<file path="src/rtl/dcache_req_arbiter_pkg.sv">
// Shared types and defaults for the dcache request arbiter.
// Included by the arbiter top and its aging-counter sub-module.
package dcache_req_arbiter_pkg;

    localparam int DCACHE_ARB_ADDR_W        = 32;
    localparam int DCACHE_ARB_DATA_W        = 32;
    localparam int DCACHE_ARB_SEL_W         = DCACHE_ARB_DATA_W / 8;
    localparam int DCACHE_ARB_LD_STREAK_MAX = 4;
    localparam int DCACHE_ARB_STREAK_W      = 3;

    typedef enum logic [1:0] {
        IDLE,
        LOAD,
        STORE,
        LD_KILL
    } type_dcache_arb_state_e;

    typedef struct packed {
        logic                         req;
        logic [DCACHE_ARB_ADDR_W-1:0] addr;
    } type_lsu2dcache_ld_s;

    typedef struct packed {
        logic                         req;
        logic [DCACHE_ARB_ADDR_W-1:0] addr;
        logic [DCACHE_ARB_DATA_W-1:0] wdata;
        logic [DCACHE_ARB_SEL_W-1:0]  sel;
    } type_sb2dcache_st_s;

    typedef struct packed {
        logic                         req;
        logic                         w_en;
        logic [DCACHE_ARB_ADDR_W-1:0] addr;
        logic [DCACHE_ARB_DATA_W-1:0] wdata;
        logic [DCACHE_ARB_SEL_W-1:0]  sel;
    } type_arb2dcache_s;

endpackage

</file>
<file path="src/rtl/dcache_arb_streak_cnt.sv">
// Load-streak aging counter: counts load grants made while a store waits.
// sat asserts once the streak reaches MAX so the waiting store is promoted.
module dcache_arb_streak_cnt
    import dcache_req_arbiter_pkg::*;
#(
    parameter int MAX = DCACHE_ARB_LD_STREAK_MAX
) (
    input  logic clk,
    input  logic rst,
    input  logic clr,
    input  logic inc,
    output logic sat
);

    logic [DCACHE_ARB_STREAK_W-1:0] cnt;

    assign sat = (cnt == DCACHE_ARB_STREAK_W'(MAX));

    always_ff @(posedge clk or posedge rst) begin
        if (rst) begin
            cnt <= '0;
        end else if (clr) begin
            cnt <= '0;
        end else if (inc && !sat) begin
            cnt <= cnt + 1'b1;
        end
    end

endmodule

</file>
<file path="src/rtl/dcache_req_arbiter.sv">
// Single-port dcache arbiter between the LSU load path and store-buffer drain.
// Optional store aging (load-streak limit) is enabled by ARB_STORE_AGE_EN.
module dcache_req_arbiter
    import dcache_req_arbiter_pkg::*;
#(
    parameter int ADDR_W          = DCACHE_ARB_ADDR_W,
    parameter int DATA_W          = DCACHE_ARB_DATA_W,
    parameter int MAX_LOAD_STREAK = DCACHE_ARB_LD_STREAK_MAX
) (
    input  logic                clk,
    input  logic                rst,
    input  logic                ld_req_i,
    input  logic [ADDR_W-1:0]   ld_addr_i,
    output logic                ld_ack_o,
    output logic [DATA_W-1:0]   ld_rdata_o,
    input  logic                st_req_i,
    input  logic [ADDR_W-1:0]   st_addr_i,
    input  logic [DATA_W-1:0]   st_wdata_i,
    input  logic [DATA_W/8-1:0] st_sel_i,
    output logic                st_ack_o,
    input  logic                sb_full_i,
    input  logic                lsu_flush_i,
    output logic                dc_req_o,
    output logic                dc_w_en_o,
    output logic [ADDR_W-1:0]   dc_addr_o,
    output logic [DATA_W-1:0]   dc_wdata_o,
    output logic [DATA_W/8-1:0] dc_sel_o,
    input  logic                dc_ack_i,
    input  logic [DATA_W-1:0]   dc_rdata_i
);

    localparam int SEL_W = DATA_W / 8;

    // The streak counter is 3 bits wide, so the limit must fit in it.
    if (MAX_LOAD_STREAK < 1 || MAX_LOAD_STREAK > 7) begin : g_bad_streak
        $error("MAX_LOAD_STREAK must be in 1..7");
    end

    type_dcache_arb_state_e state;

    logic idle;
    logic same_word;
    logic ld_go;
    logic st_first;
    logic grant_ld;
    logic grant_st;
    logic promote;

    assign idle      = (state == IDLE);
    assign same_word = (ld_addr_i[ADDR_W-1:2] == st_addr_i[ADDR_W-1:2]);
    assign ld_go     = ld_req_i & ~lsu_flush_i;

    // Full buffer, same-word hazard and an aged store all beat a pending load.
    assign st_first = st_req_i & (sb_full_i | (ld_req_i & same_word) | promote);
    assign grant_st = idle & (st_first | (st_req_i & ~ld_go));
    assign grant_ld = idle & ld_go & ~st_first;

`ifdef ARB_STORE_AGE_EN
    dcache_arb_streak_cnt #(
        .MAX (MAX_LOAD_STREAK)
    ) u_streak (
        .clk (clk),
        .rst (rst),
        .clr (grant_st | (idle & ~st_req_i)),
        .inc (grant_ld & st_req_i),
        .sat (promote)
    );
`else
    assign promote = 1'b0;
`endif

    assign ld_ack_o   = (state == LOAD) & dc_ack_i & ~lsu_flush_i;
    assign ld_rdata_o = ld_ack_o ? dc_rdata_i : '0;
    assign st_ack_o   = (state == STORE) & dc_ack_i;

    always_ff @(posedge clk or posedge rst) begin
        if (rst) begin
            state      <= IDLE;
            dc_req_o   <= 1'b0;
            dc_w_en_o  <= 1'b0;
            dc_addr_o  <= '0;
            dc_wdata_o <= '0;
            dc_sel_o   <= '0;
        end else begin
            unique case (state)
                IDLE: begin
                    if (grant_st) begin
                        state      <= STORE;
                        dc_req_o   <= 1'b1;
                        dc_w_en_o  <= 1'b1;
                        dc_addr_o  <= st_addr_i;
                        dc_wdata_o <= st_wdata_i;
                        dc_sel_o   <= st_sel_i;
                    end else if (grant_ld) begin
                        state      <= LOAD;
                        dc_req_o   <= 1'b1;
                        dc_w_en_o  <= 1'b0;
                        dc_addr_o  <= ld_addr_i;
                        dc_wdata_o <= '0;
                        dc_sel_o   <= {SEL_W{1'b1}};
                    end
                end
                LOAD: begin
                    if (dc_ack_i) begin
                        state    <= IDLE;
                        dc_req_o <= 1'b0;
                    end else if (lsu_flush_i) begin
                        state <= LD_KILL;
                    end
                end
                STORE: begin
                    if (dc_ack_i) begin
                        state     <= IDLE;
                        dc_req_o  <= 1'b0;
                        dc_w_en_o <= 1'b0;
                    end
                end
                LD_KILL: begin
                    // The cache cannot abort; wait out the ack and drop the data.
                    if (dc_ack_i) begin
                        state    <= IDLE;
                        dc_req_o <= 1'b0;
                    end
                end
            endcase
        end
    end

endmodule

</file>
<file path="config.mk">
export PLATFORM = sky130hd
export DESIGN_NAME = dcache_req_arbiter
export DESIGN_NICKNAME = d
export VERILOG_FILES = /design/src/rtl/dcache_req_arbiter_pkg.sv /design/src/rtl/dcache_arb_streak_cnt.sv /design/src/rtl/dcache_req_arbiter.sv
export SDC_FILE = /design/constraint.sdc
export NUM_CORES = 1
export LEC_CHECK = 0
export CORE_ASPECT_RATIO = 2
export CORE_MARGIN = 3
export CORE_UTILIZATION = 37
export CTS_CLUSTER_DIAMETER = 60
export DETAILED_ROUTE_END_ITERATION = 8
export PLACE_DENSITY = 0.82
export SYNTH_ARGS = -nofsm -noshare
export SYNTH_HDL_FRONTEND = slang
export SYNTH_SLANG_ARGS = --single-unit
</file>
<file path="constraint.sdc">
create_clock -name clk -period 2.85 [get_ports clk]
set_input_delay 0.285 -clock clk [delete_from_list [all_inputs] [get_ports clk]]
set_output_delay 0.285 -clock clk [all_outputs]
set_load 0.05 [all_outputs]
</file>
==> results of run 1 <==
[registers in the layout, indices dropped and copies added, names as in the netlist]
| signal | cells |
|---|---|
| dc_w_en_o | 1 |
| dc_req_o | 1 |
| dc_addr_o | 32 |
| state | 2 |
| dc_sel_o | 4 |
| dc_wdata_o | 32 |
[worst reg2reg max path, cell delays in order, from the launching register on]
cell	delay [ns]
dfrtp_1	0.45
nor2_1	0.29
o21a_1	0.48
nand2_1	0.10
buf_4	0.27
o22ai_1	0.24
mux2i_1	0.09
[layout make-up]
class,count,area [sq um]
Clock inverter,7,68.8
Antenna cell,2,5.00
Multi-Input combinational cell,277,1840
Sequential cell,72,1800
Clock buffer,9,225
Fill cell,755,2830
Inverter,7,27.5
Timing Repair Buffer,253,2860
Tap cell,132,165
[kinds of logic (layout without fill, tap and decap cells)]
kind of cell           Yosys count  in the layout  synth area share
multiplexers                     2              2           0.00532
XOR/XNOR                        30             30            0.0698
other                            0              2                 0
AO/OA/AOI/OAI                  113            113             0.227
buffers and inverters           35            276            0.0412
flip-flops                      72             72             0.479
AND/OR/NAND/NOR                132            132             0.178
[cell usage after synthesis (2+ instances only)]
library cell | count | share of area
a21oi_1 | 35 | 0.047
a22o_1 | 32 | 0.074
and2_1 | 34 | 0.056
buf_6 | 3 | 0.0090
clkbuf_1 | 23 | 0.023
dfrtp_1 | 72 | 0.48
inv_1 | 7 | 0.0070
mux2i_1 | 2 | 0.0053
nand2_1 | 33 | 0.033
nand2b_1 | 4 | 0.0066
nand3_1 | 3 | 0.0040
nand4_1 | 9 | 0.015
nor2_1 | 35 | 0.035
nor2b_1 | 3 | 0.0050
nor3b_1 | 2 | 0.0040
nor4_1 | 2 | 0.0033
o21a_1 | 2 | 0.0040
o21ai_0 | 2 | 0.0027
o221a_2 | 2 | 0.0060
o221ai_1 | 32 | 0.074
o22ai_1 | 4 | 0.0066
or4_1 | 2 | 0.0040
xnor2_1 | 26 | 0.060
xor2_1 | 4 | 0.0093
[power breakdown]
group,switching (mW),total [mW],internal (mW)
combinational,2.96,4.62,1.66
sequential,0.311,1.84,1.53
clock,0.504,1.12,0.621
total,3.77,7.58,3.81
[worst min-delay path by stage]
stage | end | slack [ns]
CTS | dc_wdata_o[15] | 0.29
detailed placement | dc_req_o | 0.48
global placement | dc_req_o | 0.48
finish | dc_wdata_o[23] | 0.28
global route | dc_wdata_o[18] | 0.32
floorplan | state[1] | 0.38
[layer usage]
layer,part of all wire,up-vias,GRT usage
met5,0,-,0
met2,0.54,260,0.516
met4,0.062,0,0.182
met1,0.32,2001,0.265
met3,0.078,55,0.0739
li1,-,1871,-
==> results.md, run 1 <==
* Status: finished, final reports clean
* Fin area at 6990 sq um
* Max-slew violation count at 0
* GRT Overall Usage at 0.279
* Worst EP required at 3.12 ns
* Share of cells above drive strength 1 at 0.109
* CP Depth at 7
* CP endpoint kind: register
* Antenna viol nets, final at 0
* Number of global-route vias before repair at 4393
* Commonest non-fill, non-tap cell in the layout: clkdlybuf4s50_1
* Hold slack at 0.284 ns
* Post-Place Setup Slack at 0.117 ns
* Cells after DPL at 741
* Utilization after layout at 0.712
* Fin cells at 759
* Worst-Skew Late Latency at 0.34 ns
* Final worst slack at 0.469 ns
* P_leak at 2.83 nW
* Post-CTS Setup Bufs at 0
* Number of cell rows at 51
* Area growth, synth to finish at 85.7%
* Worst setup path start: st_addr_i[7]
* Mapped cell area at 3760 sq um
* Final wirelength at 16100 microns
* Ports at 243
* DIE AREA at 11500 sq um
* Average size of a mapped cell at 9.80 sq um
* Cts hold-fix bufs at 0
* Max H-tree Level at 3
* Ys async rst share at 1.00
* CP delay by family, top: simple AND/OR/NAND/NOR gates
* Gpl congestion at 0.818
* Maximum Capacitance Violations at 0
* R2r setup slk at 0.80 ns
* CTS Buf Count at 9
* Max Root-Sink Buffers at 2
* Synth cell types at 35
* Die W at 77.3 microns
* Resized cells post-CTS at 0
* Post-synth EDFFs at 0
* Max Fclk at 420 MHz
* Clk slew on worst S/H paths at 0.07 ns
* Worst Tran Pin Value at 0.689 ns
* CTS sink cnt at 72
* Slowest stage delay, CP at 0.51 ns
* Layout Nets at 759
* Highest net fanout along the worst path at 38
* Total congestion overflow at 0
* Vias per inst at 5.52
* Total Power at 7.58 mW
* Core area at 9830 sq um
* Post-synthesis sequential area ratio at 0.479
* Clk root buf: clkbuf_16
* Yosys warns at 0
* Fin Clk Skew at 0.00843 ns
* Hold Crit Class: in -> async
* Slowest CP cell: or4_1
* Cells after Synth at 384
* Die Height at 149 microns
* First-pass iteration count of the detailed router at 5
* Final period util at 0.835
* Minimum clock period at 2.38 ns
* Post-route DRC at 0
* Setup_tns at 0 ns
* Critical path buffer and inverter count at 2
* Arrival @ worst endpoint at 2.65 ns
* Starting density of the core at 0.383
* Flops & latches, synth at 72
* CP cell instances: clkdlybuf4s50_1 > xor2_1 > or4_1 > or4_4 > o31ai_4 > buf_12 > a22o_1
* DR WL/cell at 21.2 microns
* R2R Path Start: state[1]
* Worst Setup Start Kind: input port
* Initial antenna violation count at 2
* I/O Buffers at 242
* Syn_nets at 523
* Top FF cell, synth: dfrtp_1
* Via count at 4187
* First-pass GRT wire length at 24500 microns
* RSZ-0062 raised after global routing: no
* Most frequent cells in the layout: clkdlybuf4s50_1, dfrtp_1, nor2_1, a21oi_1, buf_12
* Power Dens Cells at 1080 nW/um^2
* Detail Placement HPWL at 12800 microns
* Reg2reg end: dc_addr_o[1]
* Pin count of the biggest net entering global routing at 46
* 1st-iter DRT viols at 290
* Placed Area at 6690 sq um
* Rel. slew slack at 0.539
* Endpoints failing setup at 0
* Final Hold Vio Count at 0
* CTS tree: built
* CP Capture Point: dc_wdata_o[7]
* Reg2Reg Depth at 6
* WS Path Type: in -> reg
* Peak supply drop at 662 uV
Power figures use the tool's default switching activity.
==> inputs of run 2 (changes only) <==
==> constraint.sdc (replaced) <==
create_clock -name clk -period 2.2 [get_ports clk]
set_input_delay 0.22 -clock clk [delete_from_list [all_inputs] [get_ports clk]]
set_output_delay 0.22 -clock clk [all_outputs]
set_load 0.05 [all_outputs]
==> run 2 against run 1 <==
Die area is the same. Core utilization up 7.0 points. Routed wire length is 7.8% higher. Combinational power is 37% higher. First-iteration DRC count increased by 4.8%. Critical path depth rose by 1. Via count up 6.2%. Sequential share of layout area is 2.3 points lower. Cell count rose by 7.2%. Critical endpoint is now dc_wdata_o[31]. Largest power group unchanged.
==> results.md, run 2 (synthesized netlist as in run 1, its figures left out) <==
* Status: finished, final reports clean
* First-pass GRT wire length at 26000 microns (+5.9%)
* GRT Overall Usage at 0.295 (+0.0156)
* Fin cells at 814 (+7.2%)
* Max Root-Sink Buffers at 2 (unchanged)
* Clk root buf: clkbuf_16
* Final period util at 0.984
* CTS Buf Count at 9 (unchanged)
* Antenna viol nets, final at 0 (unchanged)
* Final Hold Vio Count at 0 (unchanged)
* Worst Tran Pin Value at 0.599 ns (-0.0902 ns)
* Core area at 9830 sq um (unchanged)
* Power Dens Cells at 1330 nW/um^2 (+23%)
* Die W at 77.3 microns (unchanged)
* Endpoints failing setup at 0 (unchanged)
* Pin count of the biggest net entering global routing at 52 (+13%)
* DR WL/cell at 21.3 microns (+0.56%)
* Placed Area at 7140 sq um (+6.6%)
* Max H-tree Level at 3 (unchanged)
* Area growth, synth to finish at 104%
* Via count at 4448 (+6.2%)
* Arrival @ worst endpoint at 2.43 ns (-0.22 ns)
* Worst EP required at 2.47 ns (-0.65 ns)
* Highest net fanout along the worst path at 9 (-76%)
* Commonest non-fill, non-tap cell in the layout: clkdlybuf4s50_1
* Hold Crit Class: in -> async
* DIE AREA at 11500 sq um (unchanged)
* Post-route DRC at 0 (unchanged)
* Number of global-route vias before repair at 4756 (+8.3%)
* CP endpoint kind: register
* Vias per inst at 5.46 (-0.94%)
* CTS tree: built
* Total Power at 10.2 mW (+35%)
* Hold slack at 0.193 ns (-0.0912 ns)
* Max-slew violation count at 0 (unchanged)
* WS Path Type: in -> reg
* Final wirelength at 17300 microns (+7.8%)
* Fin Clk Skew at 0.00642 ns (-0.00201 ns)
* Ports at 243 (unchanged)
* P_leak at 3.42 nW (+21%)
* Starting density of the core at 0.383 (unchanged)
* Total congestion overflow at 0 (unchanged)
* Slowest stage delay, CP at 0.48 ns (-0.03 ns)
* Die Height at 149 microns (unchanged)
* Clk slew on worst S/H paths at 0.06 ns (about the same)
* First-pass iteration count of the detailed router at 4 (-1)
* Fin area at 7680 sq um (+9.8%)
* Gpl congestion at 0.882 (+7.8%)
* 1st-iter DRT viols at 304 (+4.8%)
* Initial antenna violation count at 1 (-1)
* Most frequent cells in the layout: clkdlybuf4s50_1, dfrtp_1, buf_4, buf_12
* Worst Setup Start Kind: input port
* Worst-Skew Late Latency at 0.33 ns (about the same)
* Detail Placement HPWL at 13000 microns (+1.6%)
* Cts hold-fix bufs at 0 (unchanged)
* Share of cells above drive strength 1 at 0.207 (+0.0982)
* I/O Buffers at 242 (unchanged)
* Max Fclk at 462 MHz
* Number of cell rows at 51 (unchanged)
* Utilization after layout at 0.781 (+0.0698)
* Minimum clock period at 2.16 ns
* Rel. slew slack at 0.599 (+0.0606)
* R2r setup slk at 0.33 ns (-0.47 ns)
* Cells after DPL at 792 (+6.9%)
* CTS sink cnt at 72 (unchanged)
* Slowest CP cell: or4_1
* Layout Nets at 815 (+7.4%)
* CP cell instances: dlygate4sd2_1 > xor2_2 > or4_1 > or4_4 > o31ai_4 > buf_6 > bufbuf_16 > a22o_1
* Regs by FF count: dc_addr_o x32, dc_wdata_o x32, dc_sel_o x4
* Peak supply drop at 835 uV (+26%)
* Maximum Capacitance Violations at 0 (unchanged)
## run 2: changes by cell type in the layout (fill, tap and decap cells not counted), sizes merged, moves of 2 or more
cell	change
buf	+56
clkbuf	+2
clkdlybuf4s50	-35
clkinv	+2
clkinvlp	+2
dlygate4sd2	+14
dlymetal6s2s	+19
inv	-6
## run 2: where the power goes
group | switching [mW] | internal, mW | leakage, nW
Clock | 0.592 | 0.913 | 0.145
Combinational | 3.94 | 2.38 | 2.38
Sequential | 0.428 | 1.98 | 0.894
## run 2: worst paths after layout
| path | startpoint | end | cells after the start |
|---|---|---|---|
| setup / recovery | st_addr_i[14] | dc_wdata_o[31] | 8 |
| hold reg to reg | dc_req_o | dc_req_o | 1 |
| max in group asynchronous | rst | dc_wdata_o[25] | 3 |
| min in group clk | ld_addr_i[11] | dc_addr_o[11] | 3 |
| setup reg to reg | state[1] | dc_wdata_o[31] | 6 |
| hold / removal | rst | dc_wdata_o[24] | 2 |
## run 2: timing repair
item	CTS	global route
buffers inserted	2	1
gates cloned	2	0
pin swaps	9	8
gates resized for setup	27	26
endpoints found under the setup margin	38	9
## run 2: area by class of cell
class	instances	area, sq um
diodes	1	2.50
multi-input cells	277	1950
well taps	132	165
clock buffers	10	239
inverters	7	27.5
fillers	639	2150
flip-flops and latches	72	1800
repair buffers	309	3430
clock inverters	6	67.6
## run 2: stage by stage
| step | setup TNS, ns | worst slack, ns |
|---|---|---|
| finish | 0 | 0.0351 |
| global route | -0.0134 | -0.00617 |
| CTS | 0 | 0.00453 |
| detailed placement | -18.66 | -0.508 |
| global placement | -14.58 | -0.388 |
| floorplan | 0 | 0.154 |
## run 2: layer usage
metal	global-route usage	share of wire
met1	0.276	0.31
met2	0.574	0.57
met3	0.0636	0.060
met4	0.161	0.053
met5	0	0
## run 2: worst max-delay path, delay by kind of cell
family	cells	cell delay (ns)
compound gates	2	0.38
xor+xnor	1	0.21
buf+inv	3	0.70
simple gates	2	0.92
==> inputs of run 3 (changes only) <==
--- a/config.mk
+++ b/config.mk
@@ -7,10 +7,10 @@
 export LEC_CHECK = 0
 export CORE_ASPECT_RATIO = 2
 export CORE_MARGIN = 3
-export CORE_UTILIZATION = 37
+export CORE_UTILIZATION = 45
 export CTS_CLUSTER_DIAMETER = 60
 export DETAILED_ROUTE_END_ITERATION = 8
-export PLACE_DENSITY = 0.82
+export DONT_BUFFER_PORTS = 1
 export SYNTH_ARGS = -nofsm -noshare
 export SYNTH_HDL_FRONTEND = slang
 export SYNTH_SLANG_ARGS = --single-unit
==> run 3 against run 2 <==
Core utilization down 21 points. Cell count down 37%. Non-clock buffer count down 264. Clock skew about the same. Highest routed layer unchanged.
==> results.md, run 3 (synthesized netlist as in run 1, its figures left out) <==
* Pin count of the biggest net entering global routing at 40 (-23%)
* Most frequent cells in the layout: dfrtp_1, nor2_1, a21oi_1, and2_1, nand2_1
* Regs by FF count: dc_addr_o x32, dc_wdata_o x32, dc_sel_o x4
* Beginning of the worst hold path: st_sel_i[1]
* Power Dens Cells at 1810 nW/um^2 (+36%)
* CTS tree: built
* Max Root-Sink Buffers at 2 (unchanged)
* Commonest non-fill, non-tap cell in the layout: dfrtp_1
* DIE AREA at 9570 sq um (-17%)
* R2r setup slk at 0.33 ns (about the same)
* CTS Buf Count at 9 (unchanged)
* WS Path Type: reg -> out
* Gpl congestion at 0.914 (+3.6%)
* Area growth, synth to finish at 23.2%
* I/O Buffers at 0 (-100%)
* Ports at 243 (unchanged)
* Max Fclk at 493 MHz (+6.7%)
* Post-CTS Setup Bufs at 0 (-2)
* Arrival @ worst endpoint at 1.81 ns (-0.62 ns)
* GRT Overall Usage at 0.265 (-0.0299)
* Critical path buffer and inverter count at 2 (-1)
* Die Height at 135 microns (-8.9%)
* Reg2reg end: dc_addr_o[13]
* Worst Setup Start Kind: register
* Rel. slew slack at 0.456 (-0.144)
* Status: finished, final reports clean
* Highest net fanout along the worst path at 33 (+24)
* Initial antenna violation count at 0 (-1)
* Worst setup path start: state[1]
* Starting density of the core at 0.467 (+0.0841)
* Final worst slack at 0.172 ns (+0.137 ns)
* Total congestion overflow at 0 (unchanged)
* R2R Path Start: state[1]
* Reg2Reg Depth at 5 (-1)
* Post-Place Setup Slack at 0.0676 ns (+0.576 ns)
* Clk slew on worst S/H paths at 0.06 ns (about the same)
* Fin cells at 513 (-37%)
* Vias per inst at 6.36 (+16%)
* Placed Area at 4260 sq um (-40%)
* Max-slew violation count at 0 (unchanged)
* DR WL/cell at 25.1 microns (+18%)
* 1st-iter DRT viols at 179 (-41%)
* Number of cell rows at 46 (-9.8%)
* CP delay by family, top: simple AND/OR/NAND/NOR gates
* CTS sink cnt at 72 (unchanged)
* Worst-Skew Late Latency at 0.33 ns (about the same)
* Worst Hold End: dc_sel_o[1]
* Antenna viol nets, final at 0 (unchanged)
* CP endpoint kind: output pin
* Slowest CP cell: dfrtp_1
* Max H-tree Level at 3 (unchanged)
* Clk root buf: clkbuf_16
* Share of cells above drive strength 1 at 0.161 (-0.0464)
* # fillers at 701 (+9.7%)
* Fin Clk Skew at 0.00616 ns (-0.000264 ns)
* Endpoints failing setup at 0 (unchanged)
* Minimum clock period at 2.03 ns (-0.137 ns)
* Slowest stage delay, CP at 0.46 ns (-0.02 ns)
* Final wirelength at 12900 microns (-26%)
* Detail Placement HPWL at 10100 microns (-22%)
* Total Power at 8.39 mW (-18%)
* Peak supply drop at 834 uV (about the same)
* Final period util at 0.922 (-0.0622)
* Via count at 3261 (-27%)
* First-pass GRT wire length at 19200 microns (-26%)
* N_diodes at 0 (-1)
* Setup_tns at 0 ns (unchanged)
* First-pass iteration count of the detailed router at 4 (unchanged)
* Final Hold Vio Count at 0 (unchanged)
* Maximum Capacitance Violations at 0 (unchanged)
* Worst Tran Pin Value at 0.813 ns (+0.214 ns)
* Fin area at 4640 sq um (-40%)
* Post-route DRC at 0 (unchanged)
* Hold depth at 2
* Number of global-route vias before repair at 3378 (-29%)
* Layout Nets at 551 (-32%)
* P_leak at 1.99 nW (-42%)
* RSZ-0062 raised after global routing: no
* Cells after DPL at 495 (-38%)
* Hold Crit Class: in -> reg
* Worst EP required at 1.98 ns (-0.49 ns)
* CP cell instances: nor4bb_4 > buf_6 > and2_1 > buf_4
* Die W at 70.7 microns (-8.6%)
* Core area at 8060 sq um (-18%)
[run 3: what timing repair did]
item,in CTS,in global routing
setup endpoints to repair,0,32
hold endpoints to repair,10,0
resized for setup,0,1
hold buffers,2,0
[run 3: routing by layer]
| layer | global-route usage | wire, microns |
|---|---|---|
| met4 | 0.112 | 447 |
| met1 | 0.252 | 3800 |
| met5 | 0 | 0 |
| met3 | 0.0936 | 1310 |
| met2 | 0.501 | 7330 |
[run 3: how the worst max path moves through the flow]
stage                      to  slack [ns]  cells past startpoint
2_1_floorplan  dc_wdata_o[10]        0.15                      7
3_3_place_gp      dc_sel_o[1]         0.1                      6
3_5_place_dp    dc_wdata_o[0]        0.07                      6
4_1_cts         ld_rdata_o[8]        0.06                      4
5_1_grt        ld_rdata_o[10]        0.06                      4
6_report        ld_rdata_o[8]        0.17                      4
[run 3: cell type report]
| class | instances | area [sq um] | share of cell area |
|---|---|---|---|
| multi-input combinational | 277 | 1840 | 0.396 |
| sequential | 72 | 1800 | 0.388 |
| timing repair buffer | 45 | 497 | 0.107 |
| clock buffer | 10 | 239 | 0.0515 |
| tap | 96 | 120 | 0.0259 |
| clock inverter | 6 | 115 | 0.0248 |
| inverter | 7 | 27.5 | 0.00593 |
[run 3: power by group]
| part | total, mW | internal (mW) | switching (mW) |
|---|---|---|---|
| Sequential | 4.76 | 1.93 | 2.83 |
| Clock | 1.70 | 1.14 | 0.557 |
| Combinational | 1.93 | 0.845 | 1.09 |
| Total | 8.39 | 3.92 | 4.47 |
[run 3: per-stage QoR]
| stage | util | hold WS, ns |
|---|---|---|
| floorplan | - | 0.317 |
| global placement | 0.529 | 0.00537 |
| detailed placement | 0.529 | 0.00465 |
| CTS | 0.575 | 0.000401 |
| global route | 0.576 | 0.00858 |
| finish | 0.576 | 0.0125 |
[run 3: worst register-to-register path, stage by stage, from the launching register on]
cell	delay (ns)
dfrtp_1	0.46
nor3b_2	0.24
nand2b_1	0.39
buf_4	0.36
o221ai_1	0.21
a21oi_1	0.09
